<file path="src/rtl/hack_pc.sv">
`default_nettype none
// ============================================================================
//  Module   : hack_pc
//  Purpose  : Hack CPU program counter. Each cycle the next PC is chosen with
//             fixed priority: reset > ret > call > load > inc > hold.
//             Define PC_STACK_EN to add a small LIFO return-address stack
//             that serves call/ret; without it call and ret are ignored.
//  Revision : 1.0 - initial release
// ============================================================================
module hack_pc #(
   parameter int WIDTH       = 16,
   parameter int STACK_DEPTH = 4
) (
   input  logic                           clk,
   input  logic                           rst_n,
   input  logic [WIDTH-1:0]               in,
   input  logic                           load,
   input  logic                           inc,
   input  logic                           reset,
   input  logic                           call,
   input  logic                           ret,
   output logic [WIDTH-1:0]               out,
   output logic                           wrapped,
   output logic [$clog2(STACK_DEPTH):0]   stk_depth,
   output logic                           stk_err
);

   localparam int DW = $clog2(STACK_DEPTH) + 1;   // depth counter width
   localparam int AW = DW - 1;                    // stack slot index width

   logic [WIDTH-1:0] r_pc;
   logic [WIDTH-1:0] w_pc_nxt;
   logic [WIDTH-1:0] w_pc_inc;
   logic             r_wrapped;
   logic             w_wrap_nxt;

   // Incrementer result doubles as the return address pushed on a call.
   assign w_pc_inc = r_pc + WIDTH'(1);

`ifdef PC_STACK_EN
   logic [WIDTH-1:0] r_stack [STACK_DEPTH];
   logic [DW-1:0]    r_depth;
   logic [DW-1:0]    w_depth_nxt;
   logic             r_err;
   logic             w_err_nxt;
   logic             w_push;
   logic             w_full;
   logic             w_empty;
   logic [AW-1:0]    w_wr_idx;
   logic [AW-1:0]    w_top_idx;

   assign w_full    = (r_depth == DW'(STACK_DEPTH));
   assign w_empty   = (r_depth == '0);
   assign w_wr_idx  = r_depth[AW-1:0];
   assign w_top_idx = r_depth[AW-1:0] - AW'(1);
`else
   logic w_unused;

   // call/ret have no effect without the stack.
   assign w_unused = call ^ ret;
`endif

   // Next-state selection in priority order; lower requests are ignored.
   always_comb begin
      w_pc_nxt   = r_pc;
      w_wrap_nxt = r_wrapped;
`ifdef PC_STACK_EN
      w_depth_nxt = r_depth;
      w_err_nxt   = r_err;
      w_push      = 1'b0;
`endif
      if (reset) begin
         w_pc_nxt   = '0;
         w_wrap_nxt = 1'b0;
`ifdef PC_STACK_EN
         w_depth_nxt = '0;
         w_err_nxt   = 1'b0;
`endif
      end
`ifdef PC_STACK_EN
      else if (ret) begin
         if (w_empty) begin
            w_err_nxt = 1'b1;
         end else begin
            w_pc_nxt    = r_stack[w_top_idx];
            w_depth_nxt = r_depth - DW'(1);
         end
      end
      else if (call) begin
         w_pc_nxt = in;
         if (w_full) begin
            w_err_nxt = 1'b1;
         end else begin
            w_push      = 1'b1;
            w_depth_nxt = r_depth + DW'(1);
         end
      end
`endif
      else if (load) begin
         w_pc_nxt = in;
      end
      else if (inc) begin
         w_pc_nxt = w_pc_inc;
         if (&r_pc) begin
            w_wrap_nxt = 1'b1;
         end
      end
   end

   // PC, sticky flags and depth counter; cleared asynchronously by rst_n.
   always_ff @(posedge clk or negedge rst_n) begin
      if (!rst_n) begin
         r_pc      <= '0;
         r_wrapped <= 1'b0;
`ifdef PC_STACK_EN
         r_depth   <= '0;
         r_err     <= 1'b0;
`endif
      end else begin
         r_pc      <= w_pc_nxt;
         r_wrapped <= w_wrap_nxt;
`ifdef PC_STACK_EN
         r_depth   <= w_depth_nxt;
         r_err     <= w_err_nxt;
`endif
      end
   end

`ifdef PC_STACK_EN
   // Stack storage needs no reset: only slots below the depth are ever read.
   always_ff @(posedge clk) begin
      if (w_push) begin
         r_stack[w_wr_idx] <= w_pc_inc;
      end
   end

   assign stk_depth = r_depth;
   assign stk_err   = r_err;
`else
   assign stk_depth = '0;
   assign stk_err   = 1'b0;
`endif

   assign out     = r_pc;
   assign wrapped = r_wrapped;

endmodule
`default_nettype wire

</file>
<file path="config.mk">
export PLATFORM = sky130hd
export DESIGN_NAME = hack_pc
export DESIGN_NICKNAME = d
export VERILOG_FILES = /design/src/rtl/hack_pc.sv
export SDC_FILE = /design/constraint.sdc
export NUM_CORES = 1
export LEC_CHECK = 0
export ABC_AREA = 1
export CAP_MARGIN = 20
export CORE_MARGIN = 3
export CORE_UTILIZATION = 36
export CTS_BUF_LIST = sky130_fd_sc_hd__clkbuf_16
export CTS_CLUSTER_DIAMETER = 80
export DETAILED_ROUTE_END_ITERATION = 6
export GPL_TIMING_DRIVEN = 0
export PLACE_DENSITY_LB_ADDON = 0.12
export SLEW_MARGIN = 30
export SYNTH_ARGS = -nofsm -noshare
export SYNTH_HDL_FRONTEND = slang
export SYNTH_SLANG_ARGS = --single-unit
</file>
<file path="constraint.sdc">
create_clock -name clk -period 3.3 [get_ports clk]
set_clock_uncertainty 0.15 [all_clocks]
set_input_delay 0.825 -clock clk [delete_from_list [all_inputs] [get_ports clk]]
set_output_delay 0.825 -clock clk [all_outputs]
set_load 0.05 [all_outputs]
</file>
==> flow_summary_export.csv <==
group,metric,value,unit
power_and_ir_drop,p_switching,222.4,uW
global_routing,grt_pass1_vias,1175,
logic_synthesis,synth_seq_area_share,34.21,%
floorplanning,die_y,64.78,um
timing,rsz0062_at_grt,"no",
floorplanning,rows,20,
status,status,"complete, no violations",
power_and_ir_drop,clockPowerShare,35.5,%
power_and_ir_drop,power_frac_seq,36.6,%
power_and_ir_drop,ir_worst_vdd,0.0001422,V
routing,dr.pass1.iters,4,
global_routing,track_usage,16.56,%
cts,clock_sinks,17,
routing,drt_iter0_drc,41,
cts,ctsHoldBuffers,0,
power_and_ir_drop,power_per_cell_area,386.4,nW/um^2
timing,finalSetupViolations,0,
floorplanning,die_w,64.78,um
cts,numCtsBuffers,3,
routing,top_layer_used,"met4",
routing,met2_wirelength,1.392,mm
cts,htreeDepth,1,
critical_path,reg2reg_from,"out[1]",
cts,cts-root-buf,"clkbuf_16",
critical_path,crit_arrival,1.57,ns
cts,clk_pin_slew,0.05,ns
power_and_ir_drop,finalPower,679.8,uW
finish,syn2layout_area_growth,41.45,%
placed_design,dp_slack,0.8798,ns
floorplanning,initial_core_util,39.13,%
global_routing,grt_pass1_wl,5.471,mm
finish,nets,258,
routing,wl_met1,1.602,mm
routing,wl_met3,174,um
floorplanning,io_pins,44,
timing,worst_slack,0.7565,ns
floorplanning,core_area,3178,sq um
power_and_ir_drop,p_int,457.3,uW
global_routing,overflow,0,
placed_design,portBuffers,37,
floorplanning,dieArea,4196,sq um
placed_design,dp.final_hpwl,2.392,mm
critical_path,required,2.32,ns
global_routing,antenna_found_initial,0,
critical_path,crit_chain,"clkdlybuf4s50_1",
cts,post_cts_buffers,0,
cts,cts_resized,0,
cts,clock_latency,0.25,ns
placed_design,globalplace.congestion,0.8039,
critical_path,crit_path_start,"out[2]",
routing,routed_wl,3.188,mm
timing,fin_crit,2.543,ns
timing,finalCritPeriodShare,77.07,%
logic_synthesis,syn_area_per_cell,6.580,sq um
job,drv_cap,0,
timing,finalHoldViolCount,0,
finish,antenna_cells,0,
routing,vias_per_cell,4.552,
logic_synthesis,synthDistinctLibCells,22,
routing,wl_per_cell,11.51,um
critical_path,cpPeakStageDelay,0.85,ns
critical_path,cp_slowest_cell,"clkdlybuf4s50_1",
worst_hold_path,min-delay-start,"wrapped",
critical_path,critPathLaunchType,"register",
global_routing,grt_max_degree,18,
power_and_ir_drop,switching_share,32.72,%
logic_synthesis,ys_ff_latch,17,
timing,slew-limit-headroom,47.49,%
worst_hold_path,worstHoldPathType,"register to register",
routing,dr_total_vias,1261,
logic_synthesis,synth_area,1244,sq um
critical_path,cp-end-kind,"output port",
routing,drc_errors,0,
cts,cts_max_path_buffers,2,
logic_synthesis,syn_inst,189,
power_and_ir_drop,p_leak,0.8215,nW
timing,tightestPinTransition,0.7851,ns
critical_path,setup.worst_path.class,"register to output port",
critical_path,worst-path-buf-inv,1,
finish,drive_gt1_share,11.59,%
logic_synthesis,yosys_warnings,0,
timing,report.final.slew_viol_count,0,
timing,setup-tns-final,0,ns
cts,cts_tree,"done",
power_and_ir_drop,pwr-share-comb,27.9,%
critical_path,worst-path-max-fanout,6,
critical_path,crit_family,"buffers and inverters",
timing,fmax,393.2,MHz
routing,ant_nets,0,
==> per-layer routing <==
metal	global-route usage, %	up-vias
met5	0	-
li1	-	673
met1	22.86	553
met3	3.640	2
met4	3.166	0
met2	26.56	33
==> cell families after synthesis <==
logic type,after synthesis,share of synthesized area [%]
compound gates,19,8.148
xor+xnor,6,4.225
fa+ha+maj,1,1.006
buf+inv,27,10.26
flops,17,34.21
other cells,1,0.3015
simple gates,118,41.85
==> metrics by stage <==
| step | std cells | hold slack, ns | instance area, sq um | utilization [%] |
|---|---|---|---|---|
| final | 277 | 0.3435 | 1759 | 55.35 |
| after global routing | 277 | 0.4165 | 1759 | 55.35 |
| after CTS | 277 | 0.3534 | 1759 | 55.35 |
| after detailed placement | 273 | 0.3416 | 1680 | 52.87 |
| after global placement | 273 | 0.3318 | 1680 | 52.87 |
| after floorplan | 192 | 0.3794 | 1255 | - |
==> placed cells by master (no fill, tap or decap) <==
master           synthesis  routed
inv_1                   16      17
nand3_2                  3       3
ha_1                     1       1
o22ai_1                  3       3
inv_2                    2       2
clkdlybuf4s50_1          0      37
conb_1                   1       4
nand2_1                 58      58
nand4_1                  2       2
nand3_1                 12      12
nor3_2                   1       1
a21oi_1                  1       1
clkbuf_16                0       3
o21ai_0                  7       7
xor2_1                   6       6
o31ai_1                  1       1
dfrtp_1                 17      17
buf_2                    3       3
buf_4                    6       6
nor2_2                   4       4
o21ai_1                  7       7
nor2_1                  33      33
nor2_4                   2       2
nand2_2                  3       3
==> cells in the mapped netlist <==
master   count  share of area, %
conb_1       1              0.30
nand2_2      3               1.5
inv_1       16               4.8
nand4_1      2               1.0
xor2_1       6               4.2
nand3_1     12               4.8
nor2_2       4               2.0
nor2_1      33                10
o31ai_1      1              0.60
o21ai_1      7               2.8
ha_1         1               1.0
buf_2        3               1.2
nand3_2      3               2.4
o21ai_0      7               2.8
buf_4        6               3.6
dfrtp_1     17                34
o22ai_1      3               1.5
nor2_4       2               1.8
a21oi_1      1              0.40
inv_2        2              0.60
nand2_1     58                18
nor3_2       1              0.80
==> path summary, 6_finish.rpt <==
kind                           end  slack [ns]  cells past startpoint
max                         out[2]        0.76                      1
min                        wrapped        0.34                      2
max reg2reg                out[12]        1.74                      8
min reg2reg                wrapped        0.34                      2
max in group asynchronous  out[13]        1.62                      1
min in group asynchronous   out[5]        0.89                      1
==> power groups by stage <==
| stage | logic [mW] | registers (mW) | clock network [mW] |
|---|---|---|---|
| 2_1_floorplan | 0.0670 | 0.300 | 0 |
| 3_3_place_gp | 0.190 | 0.252 | 0 |
| 3_5_place_dp | 0.191 | 0.252 | 0 |
| 4_1_cts | 0.192 | 0.248 | 0.246 |
| 5_1_grt | 0.206 | 0.252 | 0.257 |
| 6_report | 0.190 | 0.248 | 0.241 |
==> flip-flops by register name, indices dropped and copies added, names as in the netlist <==
signal	flops
wrapped	1
out	16
==> cell type report <==
type / instances / area (sq um)
Fill cell: 329 / 1419
Timing Repair Buffer: 37 / 370.4
Sequential cell: 17 / 425.4
Clock buffer: 3 / 75.07
Multi-Input combinational cell: 148 / 701.9
Clock inverter: 1 / 3.754
Buffer: 9 / 60.06
Tap cell: 44 / 55.05
Inverter: 18 / 67.56
(Power assumes the default switching activity.)
==> patch, RTL diff (config.mk and constraints unchanged) <==
Set the parameter `WIDTH` to 32 (it was 16).
--- a/src/rtl/hack_pc.sv
+++ b/src/rtl/hack_pc.sv
@@ -10,3 +10,3 @@
 module hack_pc #(
-   parameter int WIDTH       = 16,
+   parameter int WIDTH       = 32,
    parameter int STACK_DEPTH = 4
Ports: changed (resized in and out); port bits go from 44 to 76. The function was not compared with the original's and may differ.
==> patch against the unedited design <==
- combinational power up 94%
- wire length up 150%
- sequential cell count up 16
- clock power up 120%
- area after synthesis up 110%
- cell area up 110%
- power up 100%
- count of clock-buffer cells in the layout up 2
- utilization down 3.2 points
- global-route usage up 3.6 points
- worst setup slack worse by 0.027 ns
- critical endpoint is now out[11]
- largest cell class unchanged
- largest power group is now clock
- highest routed layer unchanged
==> patch: results (changes against the unedited design) <==
[worst_setup_path]
r2r_slack_ns = 1.50  ; -0.24 ns
reg2regPathDepth = 10  ; +2
startpoint = out[11]
worstReg2RegEnd = out[20]
r2r-start = out[0]
cp_max_fo = 5  ; -1
cp-endpoint = out[11]
cp.arrival_ns = 1.60  ; +0.03 ns

[drt]
vias = 2867  ; +130%
dr.pass1.iters = 4  ; unchanged
drt-initial-drc-count = 150  ; +270%
routed_wl_um = 7910  ; +150%

[grt]
grt_pass1_vias = 2727  ; +130%
grt_pass1_wl_um = 13500  ; +150%
grtUsageTotal_pct = 20.2  ; +3.6 points
grt_max_degree = 19  ; +1

[placement]
hpwl_um = 6220  ; +160%
routabilityCongestion = 0.933  ; +16%
portBuffers = 68  ; +84%
place_ws_ns = 0.806  ; -0.0740 ns

[cts]
cts_root_buf = clkbuf_16
cts_buffers = 5  ; +2
h-tree-depth = 2  ; +1
clk_latency_ns = 0.28  ; +0.03 ns

[timing]
relSlewSlack_pct = 64.8  ; +17 points
layout_setup_ws_ns = 0.729  ; -0.0274 ns

[logic_synthesis]
synth_area_leaders = dfrtp_1 (31%), nand2_1 (22%), nor2_1 (12%), nand3_1 (6.1%), inv_1 (5.3%)
yosysUniqueCellTypes = 29  ; +32%
seq_area_frac_synth_pct = 31.4  ; -2.8 points
synth_commonest_cells = nand2_1 (155), nor2_1 (87), inv_1 (37), dfrtp_1 (33), nand3_1 (32)

[pwr]
leakage_nw = 1.58  ; +92%
internal-power_w = 0.000925  ; +100%
peakVddDrop_uv = 166  ; +17%

[worst_hold_path]
hold_path_class = in -> async

[cells_and_area]
layout.nets = 549  ; +110%
drive_gt1_share_pct = 8.43  ; -3.2 points
largest_register_ffs = 32  ; +16

[outcome]
status = complete, no violations

patch: kinds of logic after synthesis:
kind of cell	count (synthesis)	share of synthesized area (%)
xor gates and xnor gates	9	3.00
DFF	33	31.4
and+or+nand+nor	299	49.4
muxes	1	0.381
AOI/OAI and AO/OA	32	6.29
adders and majority gates	1	0.476
buffers and inverters	54	8.86
other	1	0.143
patch: layout make-up:
type	count	area, sq um
Sequential cell	33	826
Buffer	15	86.3
Fill cell	730	3320
Clock inverter	3	37.5
Clock buffer	5	125
Timing Repair Buffer	69	703
Inverter	39	146
Tap cell	96	120
Multi-Input combinational cell	346	1580
patch: per-stage QoR:
| step | power (W) | instances | utilization (%) | cell area, sq um |
|---|---|---|---|---|
| global placement | 0.000850 | 597 | 49.5 | 3440 |
| floorplan | 0.000704 | 433 | - | 2640 |
| CTS | 0.00139 | 606 | 52.2 | 3620 |
| detailed placement | 0.000858 | 598 | 49.9 | 3460 |
| global route | 0.00144 | 606 | 52.2 | 3620 |
| finish | 0.00138 | 606 | 52.2 | 3620 |
patch: power by group through the flow:
stage,sequential (W),combinational (W),clock (W)
after floorplan,0.000581,0.000122,0
after global placement,0.000487,0.000363,0
after detailed placement,0.000487,0.000371,0
after CTS,0.000480,0.000372,0.000541
after global routing,0.000487,0.000398,0.000558
final,0.000480,0.000368,0.000533
patch: layer usage:
layer  vias to the layer above  track usage [%]  share of wire (%)  wire [um]
met5                         -                0                  0          0
met4                         0             5.03               0.89         70
met3                         5             4.47                7.7        607
met2                        86             32.9                 46       3620
met1                      1296             26.9                 46       3610
li1                       1480                -                  -          -
patch: worst min-delay path by stage:
stage,start,to,slack (ns),cells past startpoint
global placement,wrapped,wrapped,0.36,2
CTS,rst_n,out[29],0.35,1
global route,rst_n,out[17],0.35,1
detailed placement,wrapped,wrapped,0.37,2
finish,rst_n,out[16],0.33,1
floorplan,rst_n,out[0],0.38,0
